$ cat src/rtl/cmd_pkg.sv
// Command-code table shared by the byte-stream parser, the command handler and host-protocol tests.
// cmd_arg_len() is the single source of truth for which codes exist and how many argument bytes follow.
package cmd_pkg;

    localparam logic [7:0] CMD_ADDR_W  = 8'h41; // 'A'
    localparam logic [7:0] CMD_BYTE_W  = 8'h42; // 'B'
    localparam logic [7:0] CMD_OFFSET  = 8'h4F; // 'O'
    localparam logic [7:0] CMD_MASK    = 8'h4D; // 'M'
    localparam logic [7:0] CMD_READ    = 8'h72; // 'r'
    localparam logic [7:0] CMD_INFO    = 8'h49; // 'I'
    localparam logic [7:0] CMD_ARM     = 8'h61; // 'a'
    localparam logic [7:0] CMD_BREAK   = 8'h62; // 'b'
    localparam logic [7:0] CMD_STATUS  = 8'h73; // 's'
    localparam logic [7:0] CMD_FLUSH   = 8'h66; // 'f'
    localparam logic [7:0] CMD_NOP     = 8'h4E; // 'N'
    localparam logic [7:0] CMD_CLEAR   = 8'h63; // 'c'
    localparam logic [7:0] CMD_CAPTURE = 8'h43; // 'C'
    localparam logic [7:0] CMD_TRIGGER = 8'h54; // 'T'
    localparam logic [7:0] CMD_RUN     = 8'h52; // 'R'
    localparam logic [7:0] CMD_ZERO    = 8'h5A; // 'Z'
    localparam logic [7:0] CMD_QUIT    = 8'h51; // 'Q'
    localparam logic [7:0] CMD_TIMEOUT = 8'hFF;

    typedef enum logic [1:0] {
        ST_IDLE,
        ST_ARG,
        ST_OUT
    } cmd_state_t;

    typedef struct packed {
        logic [7:0]  cmd;
        logic [31:0] arg;
        logic [2:0]  arg_len;
        logic        err_unknown;
    } cmd_rec_t;

    localparam cmd_rec_t CMD_TIMEOUT_REC = '{cmd: CMD_TIMEOUT, arg: 32'd0, arg_len: 3'd0, err_unknown: 1'b0};

    // Returns {known, len}; unknown codes carry no argument.
    function automatic logic [3:0] cmd_arg_len(input logic [7:0] code);
        logic [3:0] r;
        case (code)
            CMD_ADDR_W:                     r = 4'b1_010;
            CMD_BYTE_W:                     r = 4'b1_001;
            CMD_OFFSET, CMD_MASK, CMD_READ: r = 4'b1_100;
            CMD_INFO, CMD_ARM, CMD_BREAK, CMD_STATUS, CMD_FLUSH, CMD_NOP,
            CMD_CLEAR, CMD_CAPTURE, CMD_TRIGGER, CMD_RUN, CMD_ZERO, CMD_QUIT,
            CMD_TIMEOUT:                    r = 4'b1_000;
            default:                        r = 4'b0_000;
        endcase
        return r;
    endfunction

endpackage

$ cat src/rtl/cmd_parser_if.sv
// Byte-in / record-out bus of the command parser.
// master = byte source and record consumer, slave = the parser itself.
interface cmd_parser_if;

    logic [7:0]  rx_data;
    logic        rx_valid;
    logic        rx_ready;
    logic [7:0]  cmd;
    logic [31:0] arg;
    logic [2:0]  arg_len;
    logic        cmd_valid;
    logic        cmd_ready;
    logic        err_unknown;

    modport master (
        output rx_data, rx_valid, cmd_ready,
        input  rx_ready, cmd, arg, arg_len, cmd_valid, err_unknown
    );

    modport slave (
        input  rx_data, rx_valid, cmd_ready,
        output rx_ready, cmd, arg, arg_len, cmd_valid, err_unknown
    );

endinterface

$ cat src/rtl/cmd_timeout_counter.sv
// Saturating idle-cycle counter: counts while enabled, clear has priority, expire flags the limit.
// expire is only asserted in a cycle where the counter is enabled, so a clear in the same cycle wins.
module cmd_timeout_counter #(
    parameter int CNT_W = 32
) (
    input  logic             clk,
    input  logic             rst,
    input  logic             clr,
    input  logic             en,
    input  logic [CNT_W-1:0] limit,
    output logic             expire
);

    logic [CNT_W-1:0] cnt;

    always_ff @(posedge clk or negedge rst) begin
        if (!rst) begin
            cnt <= '0;
        end else if (clr) begin
            cnt <= '0;
        end else if (en && (cnt != '1)) begin
            cnt <= cnt + 1'b1;
        end
    end

    assign expire = en && (cnt == limit);

endmodule

$ cat src/rtl/cmd_parser.sv
// Byte-stream command decoder: command code + little-endian argument -> one {cmd, arg} record.
// Define CMD_IDLE_TIMEOUT_EN to also emit 8'hFF records after TIMEOUT_CYCLES idle cycles in IDLE.
module cmd_parser
    import cmd_pkg::*;
#(
    parameter int TIMEOUT_CYCLES = 1000000,
    parameter int CNT_W          = 32
) (
    input  logic        clk,
    input  logic        rst,
    cmd_parser_if.slave bus
);

    localparam logic [CNT_W-1:0] TMO_LIMIT = CNT_W'(TIMEOUT_CYCLES - 1);

    cmd_state_t state, state_nxt;
    cmd_rec_t   rec;
    logic [1:0] byte_idx;
    logic [3:0] lookup;
    logic       xfer, last_byte;
    logic       tmo_clr, tmo_en, tmo_exp;

    assign xfer      = bus.rx_valid && bus.rx_ready;
    assign lookup    = cmd_arg_len(bus.rx_data);
    assign last_byte = ({1'b0, byte_idx} == (rec.arg_len - 3'd1));

    // Counter runs only while waiting for bytes; any accepted byte restarts it.
    always_comb begin
        tmo_clr = 1'b1;
        tmo_en  = 1'b0;
        case (state)
            ST_ARG: begin
                tmo_clr = xfer;
                tmo_en  = !xfer;
            end
`ifdef CMD_IDLE_TIMEOUT_EN
            ST_IDLE: begin
                tmo_clr = xfer;
                tmo_en  = !xfer;
            end
`else
            ST_IDLE: begin
                tmo_clr = 1'b1;
                tmo_en  = 1'b0;
            end
`endif
            default: ;
        endcase
    end

    cmd_timeout_counter #(
        .CNT_W (CNT_W)
    ) u_tmo (
        .clk    (clk),
        .rst    (rst),
        .clr    (tmo_clr),
        .en     (tmo_en),
        .limit  (TMO_LIMIT),
        .expire (tmo_exp)
    );

    always_ff @(posedge clk or negedge rst) begin
        if (!rst) state <= ST_IDLE;
        else      state <= state_nxt;
    end

    always_comb begin
        state_nxt = state;
        case (state)
            ST_IDLE: begin
                if (xfer)         state_nxt = (lookup[2:0] == 3'd0) ? ST_OUT : ST_ARG;
                else if (tmo_exp) state_nxt = ST_OUT;
            end
            ST_ARG: begin
                if ((xfer && last_byte) || tmo_exp) state_nxt = ST_OUT;
            end
            ST_OUT: begin
                if (bus.cmd_ready) state_nxt = ST_IDLE;
            end
            default: state_nxt = ST_IDLE;
        endcase
    end

    // rx_ready is gated by rst so no byte is taken while reset is held.
    always_comb begin
        bus.rx_ready    = rst && (state != ST_OUT);
        bus.cmd_valid   = (state == ST_OUT);
        bus.cmd         = rec.cmd;
        bus.arg         = rec.arg;
        bus.arg_len     = rec.arg_len;
        bus.err_unknown = rec.err_unknown;
    end

    // Record only changes in IDLE/ARG, so it is stable for the whole of OUT.
    always_ff @(posedge clk or negedge rst) begin
        if (!rst) begin
            rec      <= '0;
            byte_idx <= '0;
        end else begin
            case (state)
                ST_IDLE: begin
                    if (xfer) begin
                        rec.cmd         <= bus.rx_data;
                        rec.arg         <= '0;
                        rec.arg_len     <= lookup[2:0];
                        rec.err_unknown <= !lookup[3];
                        byte_idx        <= '0;
                    end else if (tmo_exp) begin
                        rec <= CMD_TIMEOUT_REC;
                    end
                end
                ST_ARG: begin
                    if (xfer) begin
                        rec.arg[{byte_idx, 3'b000} +: 8] <= bus.rx_data;
                        byte_idx                          <= byte_idx + 2'd1;
                    end else if (tmo_exp) begin
                        rec <= CMD_TIMEOUT_REC;
                    end
                end
                default: ;
            endcase
        end
    end

endmodule

$ cat src/flat_wrapper.sv
// flat-port wrapper written by rule: the top's interface ports become plain ports
module cmd_parser_flat import cmd_pkg::*;
#(
    parameter int TIMEOUT_CYCLES = 1000000,
    parameter int CNT_W          = 32
)
  (clk, rst, bus_rx_data, bus_rx_valid, bus_cmd_ready, bus_rx_ready, bus_cmd, bus_arg, bus_arg_len, bus_cmd_valid, bus_err_unknown);
  cmd_parser_if bus_i ();
  input  logic clk;
  input  logic rst;
  input wire logic [$bits(bus_i.rx_data)-1:0] bus_rx_data;
  input wire logic [$bits(bus_i.rx_valid)-1:0] bus_rx_valid;
  input wire logic [$bits(bus_i.cmd_ready)-1:0] bus_cmd_ready;
  output wire logic [$bits(bus_i.rx_ready)-1:0] bus_rx_ready;
  output wire logic [$bits(bus_i.cmd)-1:0] bus_cmd;
  output wire logic [$bits(bus_i.arg)-1:0] bus_arg;
  output wire logic [$bits(bus_i.arg_len)-1:0] bus_arg_len;
  output wire logic [$bits(bus_i.cmd_valid)-1:0] bus_cmd_valid;
  output wire logic [$bits(bus_i.err_unknown)-1:0] bus_err_unknown;
  assign bus_i.rx_data = bus_rx_data;
  assign bus_i.rx_valid = bus_rx_valid;
  assign bus_i.cmd_ready = bus_cmd_ready;
  assign bus_rx_ready = bus_i.rx_ready;
  assign bus_cmd = bus_i.cmd;
  assign bus_arg = bus_i.arg;
  assign bus_arg_len = bus_i.arg_len;
  assign bus_cmd_valid = bus_i.cmd_valid;
  assign bus_err_unknown = bus_i.err_unknown;
  cmd_parser #(.TIMEOUT_CYCLES(TIMEOUT_CYCLES), .CNT_W(CNT_W)) u_core (.clk(clk), .rst(rst), .bus(bus_i));
endmodule
$ cat config.mk
export PLATFORM = sky130hd
export DESIGN_NAME = cmd_parser_flat
export DESIGN_NICKNAME = d
export VERILOG_FILES = /design/src/rtl/cmd_pkg.sv /design/src/rtl/cmd_parser_if.sv /design/src/rtl/cmd_timeout_counter.sv /design/src/rtl/cmd_parser.sv /design/src/flat_wrapper.sv
export SDC_FILE = /design/constraint.sdc
export NUM_CORES = 1
export LEC_CHECK = 0
export ABC_AREA = 0
export BUFFER_PORTS_ARGS = -buffer_cell sky130_fd_sc_hd__buf_2
export CAP_MARGIN = 10
export CORE_MARGIN = 1.5
export CORE_UTILIZATION = 25
export DETAILED_ROUTE_END_ITERATION = 8
export GPL_TIMING_DRIVEN = 0
export PLACE_DENSITY = 0.49
export SLEW_MARGIN = 20
export SYNTH_ARGS = -nofsm -noshare
export SYNTH_HDL_FRONTEND = slang
export SYNTH_SLANG_ARGS = --single-unit
export TNS_END_PERCENT = 20
$ cat constraint.sdc
create_clock -name clk -period 2.8 [get_ports clk]
set_input_delay 0.84 -clock clk [delete_from_list [all_inputs] [get_ports clk]]
set_output_delay 0.84 -clock clk [all_outputs]
set_load 0.02 [all_outputs]
==> results.md <==
- Dpl ws: -0.6343 ns
- Main synth FF type: dfrtp_1
- First-pass GRT wire length: roughly 19000 um
- Root Buffer: clkbuf_16
- Worst Tran Pin Value: roughly 1.0 ns
- Post-Syn Nets: roughly 430
- Synth area leaders: dfrtp_1, a22o_1, nand2_1
- Placed insts: slightly below 700
- Fin cells: approximately 700
- Vias in the first global route: 3566
- Max-cap violations: 0
- Number of nets in the layout: 500
- WP data required: just over 3 ns
- Post-CTS Repair Setup Buffers: 0
- Total power draw: 2.626 mW
- GRT Util Overall: 0.1416
- Category of the most critical setup path: input pin to flip-flop
- EDFF count, synth: 0
- Boundary Pins: 58
- Min cycle time layout: around 2.6 ns
- Via count: 3594
- Hold Path Class: input pin to async pin
- Placer congestion estimate: roughly 0.86
- Final Cell Area: between 5000 and 6000 um^2
- Tcrit/Tclk final: 0.9360
- CTS H-Tree Depth: 3
- Synth Register Bits: 80
- Critical path arrival: about 2.9 ns
- Status: complete, no violations
- Die ar.: around 17000 um^2
- Clk Latency, worst-skew pair: roughly 0.35 ns
- Most common cell after layout, fill and taps aside: dfrtp_1
- Tightest hold margin: between 0.3 and 0.4 ns
- CTS Buf Count: 9
- Residual DRC count: 0
- Critical path peak fanout: 40
- Fraction of layout cells with a size suffix above 1: 0.1971
- Mapped Cells: between 400 and 500
- Syn Area/Cell: approximately 10 um^2
- Antenna-violating nets left: 0
- FP Rows: between 40 and 50
- Slew Viols, Final: 0
- Cell taking the most area after synthesis: dfrtp_1
- Fin. Hold Viols: 0
- Antenna diodes: 0
- Initial Util: 0.2578
- Overflow after GRT: 0
- Final WS setup: 0.1793 ns
- Startpoint types: input pin
- Seq/Total Area, Yosys: 0.4853
- CTS tree: built
- Vias per std cell: ~5.1
- Crit end category: flip-flop
- Initial antenna violation count: 0
- 1st-pass router iterations: 4
- Area fraction of the dominant cell type after synthesis: 0.4853
- Core area: 16000 um^2
- RSZ-0062 raised after global routing: false
- Yosys cell types: 60
- Die Width: around 130 um
- FF-to-FF path depth: 6
- Leakage: between 2 and 2.5 nW
- Setup TNS: 0 ns
- Relative slew slack: 0.3221
- Ys async rst share: 1.000
- Fmax: about 380 MHz
- Most frequent cells in the layout: dfrtp_1, buf_2, nand2_1, a22o_1
- Clock sink total: 80
- PortBufs: 55
- Clock slew at reported path FFs: roughly 0.070 ns
- Mapped Area: ~4100 um^2
- Hpwl dp: about 8400 um
- Clock Tree Buf Depth: 2
- Chip height: between 100 and 150 um
- WL final: roughly 12000 um
- Cts hold-fix bufs: 0
- Final setup viols: 0
- Per-cell routed wire length: ~17 um
- Largest net degree at the start of global routing: 47
- Yosys warnings: 0
- Pwr dens: ~520 nW/um^2
- Clock skew: slightly below 0.01 ns
- Synthesis-to-finish area growth: 21.99%
- Drt first-iter violations: between 200 and 250
- Util after Layout: 0.3145
- Placed cell area: around 4700 um^2
- VDD IR-drop max: 0.0003751 V
## power breakdown
part / switching [mW] / leakage (nW) / total, mW / internal [mW]
Combinational: 0.172 / 0.920 / 0.258 / 0.0861
Clock: 0.519 / 0.140 / 1.16 / 0.636
Sequential: 0.0210 / 1.09 / 1.21 / 1.19
Total: 0.712 / 2.15 / 2.63 / 1.91
## path summary, 6_finish.rpt
path / end / from / slack, ns
min in group clk: u_core.bus.cmd[2] / u_core.bus.cmd[2] / 0.49
hold / removal: u_core.u_tmo.cnt[11] / rst / 0.33
setup / recovery: u_core.bus.arg[18] / rst / 0.18
hold reg to reg: u_core.bus.cmd[2] / u_core.bus.cmd[2] / 0.49
setup reg to reg: u_core.bus.arg[18] / u_core.u_tmo.cnt[0] / 0.34
max in group asynchronous: u_core.byte_idx[1] / rst / 2.03
## cells in the mapped netlist (all sizes together) (2+ instances only)
master and instances:
clkbuf 13, o32ai 2, nor2b 5, and2 5, nor4b 4, mux2i 2, a31oi 8, nand3 22
xor2 2, o41ai 3, nor3 13, nor4 9, nand2b 6, nand4 10, a22o 32, a32oi 2
xnor2 3, nand2 37, dfrtp 80, inv 6, or3 13, and4 6, and3 8, or4 9
o21ai 18, o31ai 8, a21oi 25, buf 6, o22a 9, o2bb2ai 2, nor2 25, a21o 2
ha 6
## metal layers
metal | GRT usage | part of all wire | vias to the layer above
li1 | - | - | 1731
met1 | 0.1941 | 0.47 | 1767
met2 | 0.2137 | 0.47 | 84
met3 | 0.04167 | 0.050 | 12
met4 | 0.04506 | 0.015 | 0
met5 | 0 | 0 | -
## cell type report
type | count | area [um^2]
Clock buffer | 10 | 239.0
Buffer | 20 | 93.84
Timing Repair Buffer | 57 | 342.8
Multi-Input combinational cell | 308 | 2014
Tap cell | 216 | 270.3
Inverter | 6 | 22.52
Fill cell | 1736 | 10970
Sequential cell | 80 | 2002
Clock inverter | 6 | 47.55
## sequential cells by signal (all words and copies together) (netlist names)
register                cells
u_core.bus.cmd              8
u_core.bus.arg             32
u_core.bus.err_unknown      1
u_core.state                2
u_core.bus.arg_len          3
u_core.u_tmo.cnt           32
u_core.byte_idx             2
## what timing repair did
action                     in CTS  in global routing
cloned                          0                  1
pin swaps                       0                  0
setup endpoints to repair      47                 35
gates resized for setup         3                  2
## worst max-delay path, stage by stage
cell	delay, ns
buf_12	0.16
buf_16	0.19
nand2_2	0.18
nand4_1	0.14
o41ai_2	0.63
nand2_1	0.37
a22o_1	0.33
## cells by family after synthesis
logic type,Yosys count,share of synthesized area
adder cells (fa/ha/maj),6,0.01820
AO/OA/AOI/OAI,118,0.2056
XOR/XNOR,5,0.01062
flip-flops,80,0.4853
AND/OR/NAND/NOR,177,0.2472
buffers and inverters,26,0.02821
multiplexers,2,0.004853
(Power assumes the default switching activity.)
